--- config.mk ---
export PLATFORM = sky130hd
export DESIGN_NAME = ring_counter_gen
export DESIGN_NICKNAME = d
export VERILOG_FILES = /design/src/rtl/ring_ctr_pkg.sv /design/src/rtl/ring_period_tracker.sv /design/src/rtl/ring_counter_gen.sv
export SDC_FILE = /design/constraint.sdc
export NUM_CORES = 1
export LEC_CHECK = 0
export CORE_MARGIN = 2
export CORE_UTILIZATION = 30
export CTS_CLUSTER_SIZE = 24
export DETAILED_ROUTE_END_ITERATION = 16
export GPL_ROUTABILITY_DRIVEN = 0
export PLACE_DENSITY = 0.61
export SLEW_MARGIN = 5
export SYNTH_ARGS = -nofsm -noshare
export SYNTH_HDL_FRONTEND = slang
export SYNTH_SLANG_ARGS = --single-unit
--- constraint.sdc ---
create_clock -name clk -period 3.88 [get_ports clk]
set_clock_uncertainty 0.05 [all_clocks]
set_input_delay 0.582 -clock clk [delete_from_list [all_inputs] [get_ports clk]]
set_output_delay 0.582 -clock clk [all_outputs]
set_load 0.005 [all_outputs]
--- src/rtl/ring_ctr_pkg.sv ---
// Shared mode encodings for the ring/Johnson counter family.
package ring_ctr_pkg;

    typedef enum logic [1:0] {
        MODE_RING    = 2'b00,
        MODE_JOHNSON = 2'b01,
        MODE_HOLD    = 2'b10
    } ring_mode_t;

endpackage

--- src/rtl/ring_period_tracker.sv ---
// Step counter and registered wrap pulse for ring_counter_gen.
// Counts active steps; the step that reaches `period` restarts the count
// and raises `wrap` for one cycle. `clear` restarts without a pulse.
module ring_period_tracker #(
    parameter int unsigned CW = 5
) (
    input  logic          clk,
    input  logic          rst_n,
    input  logic          step,
    input  logic          clear,
    input  logic [CW-1:0] period,
    output logic          wrap
);

    logic [CW-1:0] cnt_q, cnt_d;
    logic          wrap_q, wrap_d;
    logic [CW-1:0] cnt_inc;

    assign cnt_inc = cnt_q + CW'(1);

    // Next step count and wrap; clear takes priority over a step.
    always_comb begin
        cnt_d  = cnt_q;
        wrap_d = 1'b0;
        if (clear) begin
            cnt_d = '0;
        end else if (step) begin
            if (cnt_inc == period) begin
                cnt_d  = '0;
                wrap_d = 1'b1;
            end else begin
                cnt_d = cnt_inc;
            end
        end
    end

    // Step-count and wrap registers with asynchronous active-low reset.
    always_ff @(posedge clk or negedge rst_n) begin
        if (!rst_n) begin
            cnt_q  <= '0;
            wrap_q <= 1'b0;
        end else begin
            cnt_q  <= cnt_d;
            wrap_q <= wrap_d;
        end
    end

    assign wrap = wrap_q;

endmodule

--- src/rtl/ring_counter_gen.sv ---
// Parametrised ring / Johnson counter with direction select, clock enable,
// synchronous parallel load, all-zeros lockout recovery and a one-cycle
// wrap pulse per completed period.
module ring_counter_gen
    import ring_ctr_pkg::*;
#(
    parameter int unsigned    W         = 8,
    parameter logic [W-1:0]   RESET_VAL = W'(1)
) (
    input  logic         clk,
    input  logic         rst,
    input  logic         en,
    input  logic         load,
    input  logic [W-1:0] init,
    input  logic [1:0]   mode,
    input  logic         dir,
    output logic [W-1:0] count,
    output logic         wrap
);

    localparam int unsigned CW = $clog2(2 * W) + 1;

    logic [W-1:0]  count_q, count_d;
    logic [1:0]    mode_q, mode_d;
    logic          step;
    logic          clear;
    logic [CW-1:0] period;

    // Shift / load / lockout next-state and step-counter control.
    always_comb begin
        count_d = count_q;
        mode_d  = mode;
        step    = 1'b0;
        clear   = 1'b0;
        period  = (mode == MODE_JOHNSON) ? CW'(2 * W) : CW'(W);
        if (load) begin
            count_d = init;
            clear   = 1'b1;
        end else if (en) begin
            case (mode)
                MODE_RING: begin
                    if (count_q == '0) begin
                        // Stuck all-zeros pattern: restart from the reset code.
                        count_d = RESET_VAL;
                        clear   = 1'b1;
                    end else begin
                        count_d = dir ? {count_q[0], count_q[W-1:1]}
                                      : {count_q[W-2:0], count_q[W-1]};
                        step    = 1'b1;
                    end
                end
                MODE_JOHNSON: begin
                    count_d = dir ? {~count_q[0], count_q[W-1:1]}
                                  : {count_q[W-2:0], ~count_q[W-1]};
                    step    = 1'b1;
                end
                default: ; // MODE_HOLD and the reserved code both hold
            endcase
        end
        // A mode change restarts the period; the shift above still applies.
        if (mode != mode_q) begin
            clear = 1'b1;
        end
    end

    // Counter state and previous-mode registers.
    always_ff @(posedge clk or negedge rst) begin
        if (!rst) begin
            count_q <= RESET_VAL;
            mode_q  <= MODE_RING;
        end else begin
            count_q <= count_d;
            mode_q  <= mode_d;
        end
    end

    ring_period_tracker #(
        .CW (CW)
    ) u_tracker (
        .clk    (clk),
        .rst_n  (rst),
        .step   (step),
        .clear  (clear),
        .period (period),
        .wrap   (wrap)
    );

    assign count = count_q;

endmodule

==> impl_metrics.env, run 1 <==
export IMPL_status="completed"
export IMPL_hold_violations=0
export IMPL_grt_use_total_pct=13.5
export IMPL_hpwl_mm=1.68
export IMPL_min_period_over_period_pct=57.2
export IMPL_fill_cells=312
export IMPL_ctsResizeCount=0
export IMPL_cp_arrival_ns=2.39
export IMPL_synthCells=111
export IMPL_setup_viol=0
export IMPL_hold_slack_ns=0.561
export IMPL_crit_chain="clkdlybuf4s50_1 -> nand2b_1 -> a31o_2 -> a211o_1 -> a2bb2oi_1"
export IMPL_avgSynthCellArea_um2=8.81
export IMPL_grt_pass1_wl_mm=3.72
export IMPL_hold_path_class="reg2reg"
export IMPL_p_leak_nw=0.497
export IMPL_relSlewSlack_pct=50.8
export IMPL_cts_setup_buffers=0
export IMPL_setup_tns_final_ns=0
export IMPL_yosysTopAreaCell="dfrtp_1"
export IMPL_cts_sinks=16
export IMPL_layout_common_cells="clkdlybuf4s50_1, dfrtp_1, nand2_1, nor2_1, a21oi_1"
export IMPL_cts_root_buf="clkbuf_4"
export IMPL_wl_met2_mm=1.08
export IMPL_syn_num_nets=127
export IMPL_cp_num_buf_inv=1
export IMPL_drt_pass1_iter_count=4
export IMPL_port_buffers=23
export IMPL_antenna_found_initial=0
export IMPL_endpoint_kind="flip-flop"
export IMPL_p_comb_share_pct=21.2
export IMPL_crit_type="in2reg"
export IMPL_clockBufferDepth=2
export IMPL_stdcell_count=177
export IMPL_wl_per_cell_um=12.3
export IMPL_wl_mm=2.18
export IMPL_cts_hold_buf=0
export IMPL_intPower_mw=0.281
export IMPL_h_tree_depth=1
export IMPL_fmax_mhz=450
export IMPL_ant_nets=0
export IMPL_synth_ff_type="dfrtp_1"
export IMPL_finalWorstSetupSlack_ns=1.66
export IMPL_ir_worst_vdd_uv=173
export IMPL_seqCellArea_um2=402
export IMPL_synth_edf_count=0
export IMPL_dp_cells=173
export IMPL_swShare_pct=27.3
export IMPL_die_y_um=61.1
export IMPL_syn_cell_area_um2=978
export IMPL_start_util_pct=31.8
export IMPL_stdcell_area_um2=1270
export IMPL_cpPeakStageDelay_ns=0.52
export IMPL_period_minus_slack_ns=2.22
export IMPL_gr_total_overflow=0
export IMPL_clock_latency_ns=0.29
export IMPL_worst_pin_slew_ns=0.736
export IMPL_net_switching_power_mw=0.106
export IMPL_yosysTopAreaCellShare_pct=38.4
export IMPL_cts_tree="done"
export IMPL_synth_warnings=0
export IMPL_crit_family="compound AO/OA/AOI/OAI gates"
export IMPL_power_density_nw_per_um2=304
export IMPL_ys_top_cells_by_area="dfrtp_1, mux2i_1, a21oi_1"
export IMPL_async_flop_share_pct=100
export IMPL_multi_input_area_um2=533
export IMPL_required_ns=4.05
export IMPL_cp_max_fo=21
export IMPL_highest_signal_layer="met4"
export IMPL_final_common_cell="clkdlybuf4s50_1"
export IMPL_dr_wl_met3_um=117
export IMPL_p_total_mw=0.386
export IMPL_p_seq_share_pct=49.4
export IMPL_initialDrtViolationCount=12
export IMPL_cts_buffers=3
export IMPL_pwr_share_clk_pct=29.4
export IMPL_placed_cell_area_um2=1230
export IMPL_layout_drive_gt1_share_pct=6.77
export IMPL_drc=0
export IMPL_area_growth_syn_to_layout_pct=29.9
export IMPL_vias=868
export IMPL_synth_sequential_area_ratio_pct=41.0
export IMPL_io_pins=24
export IMPL_clk_pin_slew_ns=0.10
export IMPL_fp_coreArea_um2=3080
export IMPL_final_nets=150
export IMPL_grt_pass1_vias=815
export IMPL_met1_length_um=976
export IMPL_start_kind="input port"
export IMPL_ys_types=35
export IMPL_die_area_um2=3730
export IMPL_final_util_pct=41.3
export IMPL_final_max_slew_violation_count=0
export IMPL_die_x_um=61.1
export IMPL_dp_slack_ns=1.35
export IMPL_synth_seq_cells=16
export IMPL_cpMaxStageDelayCell="nand2b_1"
export IMPL_routed_via_density=4.90
export IMPL_drv_cap=0
export IMPL_grt_max_degree=22
export IMPL_rsz0062_at_grt="no"
export IMPL_n_antenna_cell=0
export IMPL_rows=20
-- cell type report --
class                           instances  area share (%)
Sequential cell                        16            31.6
Multi-Input combinational cell         86            41.9
Clock buffer                            4            2.85
Inverter                                4            1.18
Tap cell                               44            4.33
Timing Repair Buffer                   23            18.1
-- worst min-delay path: cells and delay by family, from the launching register on --
kind            cells  cell delay, ns
flops               1            0.41
compound gates      1            0.08
simple gates        1            0.08
-- cell families (layout without fill, tap and decap cells) --
logic type	count (synthesis)	count (layout)	share of synthesized area (%)
flip-flops	16	16	41.0
AO/OA/AOI/OAI	31	31	20.6
AND/OR/NAND/NOR	43	43	21.9
multiplexers	7	7	7.16
buffers and inverters	9	31	4.48
XOR/XNOR	4	4	3.58
adder cells (fa/ha/maj)	1	1	1.28
-- power groups by stage --
| stage | registers (mW) | clock network, mW | logic, mW |
|---|---|---|---|
| 2_1_floorplan | 0.192 | 0 | 0.0404 |
| 3_3_place_gp | 0.194 | 0 | 0.0814 |
| 3_5_place_dp | 0.194 | 0 | 0.0826 |
| 4_1_cts | 0.191 | 0.117 | 0.0831 |
| 5_1_grt | 0.192 | 0.126 | 0.0914 |
| 6_report | 0.191 | 0.114 | 0.0818 |
-- per-layer routing --
layer  global-route usage, %  vias up
li1                        -      440
met1                    17.9      401
met2                    21.9       25
met3                    3.57        2
met4                    3.73        0
met5                       0        -
-- registers in the layout (all words and copies together), names as in the netlist --
signal and count:
count 8, u_tracker.cnt_q 5, mode_q 2, u_tracker.wrap 1
-- cells in the mapped netlist, types with 3 or more instances --
library cell,count
nor3_1,4
o21ai_0,7
dfrtp_1,15
nor2_1,12
a21oi_1,10
xnor2_1,4
inv_1,4
nand4_1,3
mux2i_1,7
nand2_1,12
-- path summary, 6_finish.rpt --
path / startpoint / end / slack (ns) / cells past startpoint
hold reg to reg: u_tracker.cnt_q[1] / u_tracker.cnt_q[1] / 0.56 / 2
max in group asynchronous: rst / u_tracker.cnt_q[4] / 2.65 / 1
min in group asynchronous: rst / u_tracker.wrap / 0.67 / 1
setup / recovery: mode[1] / count[7] / 1.66 / 5
setup reg to reg: u_tracker.cnt_q[0] / u_tracker.cnt_q[0] / 2.29 / 5
hold / removal: u_tracker.cnt_q[1] / u_tracker.cnt_q[1] / 0.56 / 2
(Power assumes the default switching activity.)
==> inputs of run 2 (changes only) <==
clock period = 2.15 ns   (was 3.88 ns; I/O delays follow)
==> run 2 against run 1 <==
Compared with the run above: hold slack worse by 0.26 ns; largest cell class unchanged; setup slack worse by 1.3 ns; combinational power is 89% higher; core utilization is 0.89 points higher; first-iteration DRC count grew to 2.8 times the previous value; sequential power is 81% higher; register-to-register slack worse by 1.7 ns; sequential share of layout area is 0.67 points lower; largest power group unchanged; highest routed layer unchanged; design area is 2.2% higher.
==> impl_metrics.env, run 2 (same netlist as run 1, synthesis figures left out) <==
export IMPL_cp_max_fo=5
export IMPL_fmax_mhz=567
export IMPL_final_common_cell="clkdlybuf4s50_1"
export IMPL_stdcell_area_um2=1300
export IMPL_drt_pass1_iter_count=4
export IMPL_period_minus_slack_ns=1.76
export IMPL_net_switching_power_mw=0.190
export IMPL_p_comb_share_pct=23.0
export IMPL_relSlewSlack_pct=75.9
export IMPL_p_leak_nw=0.515
export IMPL_clk_pin_slew_ns=0.10
export IMPL_cts_setup_buffers=0
export IMPL_drv_cap=0
export IMPL_crit_chain="clkdlybuf4s50_1"
export IMPL_grt_use_total_pct=15.1
export IMPL_io_pins=24
export IMPL_routed_via_density=5.05
export IMPL_pwr_share_clk_pct=25.6
export IMPL_grt_pass1_wl_mm=4.17
export IMPL_wl_mm=2.43
export IMPL_cp_arrival_ns=1.39
export IMPL_crit_family="flip-flops"
export IMPL_gr_total_overflow=0
export IMPL_ir_worst_vdd_uv=342
export IMPL_hold_path_class="in2async"
export IMPL_endpoint_kind="primary output"
export IMPL_drc=0
export IMPL_largest_reg_flops=8
export IMPL_setup_viol=0
export IMPL_fp_coreArea_um2=3080
export IMPL_rsz0062_at_grt="no"
export IMPL_p_seq_share_pct=51.4
export IMPL_placed_cell_area_um2=1270
export IMPL_antenna_found_initial=0
export IMPL_grt_max_degree=18
export IMPL_wl_per_cell_um=13.4
export IMPL_die_x_um=61.1
export IMPL_min_period_over_period_pct=82.0
export IMPL_cts_root_buf="clkbuf_4"
export IMPL_initialDrtViolationCount=34
export IMPL_swShare_pct=28.3
export IMPL_cts_sinks=16
export IMPL_setup_tns_final_ns=0
export IMPL_layout_drive_gt1_share_pct=9.42
export IMPL_n_antenna_cell=0
export IMPL_crit_type="reg2out"
export IMPL_area_growth_syn_to_layout_pct=32.7
export IMPL_cpMaxStageDelayCell="dfstp_2"
export IMPL_power_density_nw_per_um2=517
export IMPL_final_nets=155
export IMPL_final_max_slew_violation_count=0
export IMPL_ant_nets=0
export IMPL_cpPeakStageDelay_ns=0.59
export IMPL_r2r_slack_ns=0.55
export IMPL_layout_common_cells="clkdlybuf4s50_1, dfrtp_1, nand2_1, nor2_1, a21oi_1"
export IMPL_die_area_um2=3730
export IMPL_hpwl_mm=1.83
export IMPL_status="completed"
export IMPL_port_buffers=23
export IMPL_die_y_um=61.1
export IMPL_vias=920
export IMPL_hold_violations=0
export IMPL_clockBufferDepth=2
export IMPL_h_tree_depth=1
export IMPL_intPower_mw=0.481
export IMPL_required_ns=1.78
export IMPL_worst_pin_slew_ns=0.358
export IMPL_rows=20
export IMPL_start_kind="flip-flop"
export IMPL_grt_pass1_vias=911
export IMPL_cp_num_buf_inv=1
export IMPL_cts_buffers=3
export IMPL_ctsResizeCount=0
export IMPL_clock_latency_ns=0.29
export IMPL_cts_tree="done"
export IMPL_start_util_pct=31.8
export IMPL_cts_hold_buf=0
==> run 2: changes by cell type in the layout (fill, tap and decap cells not counted), sizes merged <==
cell / change
buf: +5
==> run 2: cell type report <==
class	instances	area [µm²]
fill	320	1780
sequential	16	402
tap	44	55.1
multi-input combinational	86	533
timing repair buffer	28	268
inverter	4	15.0
clock buffer	4	26.3
==> run 2: metal layers <==
metal / up-vias / track usage (%) / part of all wire [%]
met5: - / 0 / 0
met2: 33 / 25.2 / 50
met1: 436 / 19.8 / 45
met4: 0 / 2.17 / 0.78
met3: 4 / 4.41 / 4.8
li1: 447 / - / -
==> run 2: power groups by stage <==
stage          registers (mW)  clock network [mW]  logic [mW]
2_1_floorplan           0.346                   0      0.0729
5_1_grt                 0.349               0.197       0.172
4_1_cts                 0.346               0.181       0.157
6_report                0.345               0.172       0.155
3_3_place_gp            0.351                   0       0.155
3_5_place_dp            0.351                   0       0.156
==> run 2: final timing paths <==
kind	startpoint	end	cells past startpoint
hold reg to reg	u_tracker.cnt_q[1]	u_tracker.cnt_q[1]	2
max in group asynchronous	rst	count[0]	2
setup reg to reg	u_tracker.cnt_q[0]	u_tracker.wrap	5
setup / recovery	count[0]	count[0]	1
hold / removal	rst	u_tracker.wrap	2
min in group clk	init[0]	count[0]	3
==> run 2: stage by stage <==
stage	utilization, %	worst slack [ns]	total power [mW]	hold slack, ns	std cells
2_1_floorplan	-	0.685	0.419	-0.0231	111
3_3_place_gp	41.3	0.245	0.505	0.523	178
3_5_place_dp	41.3	0.184	0.507	0.542	178
4_1_cts	42.2	0.368	0.683	0.298	182
5_1_grt	42.2	0.340	0.718	0.295	182
6_report	42.2	0.386	0.672	0.297	182
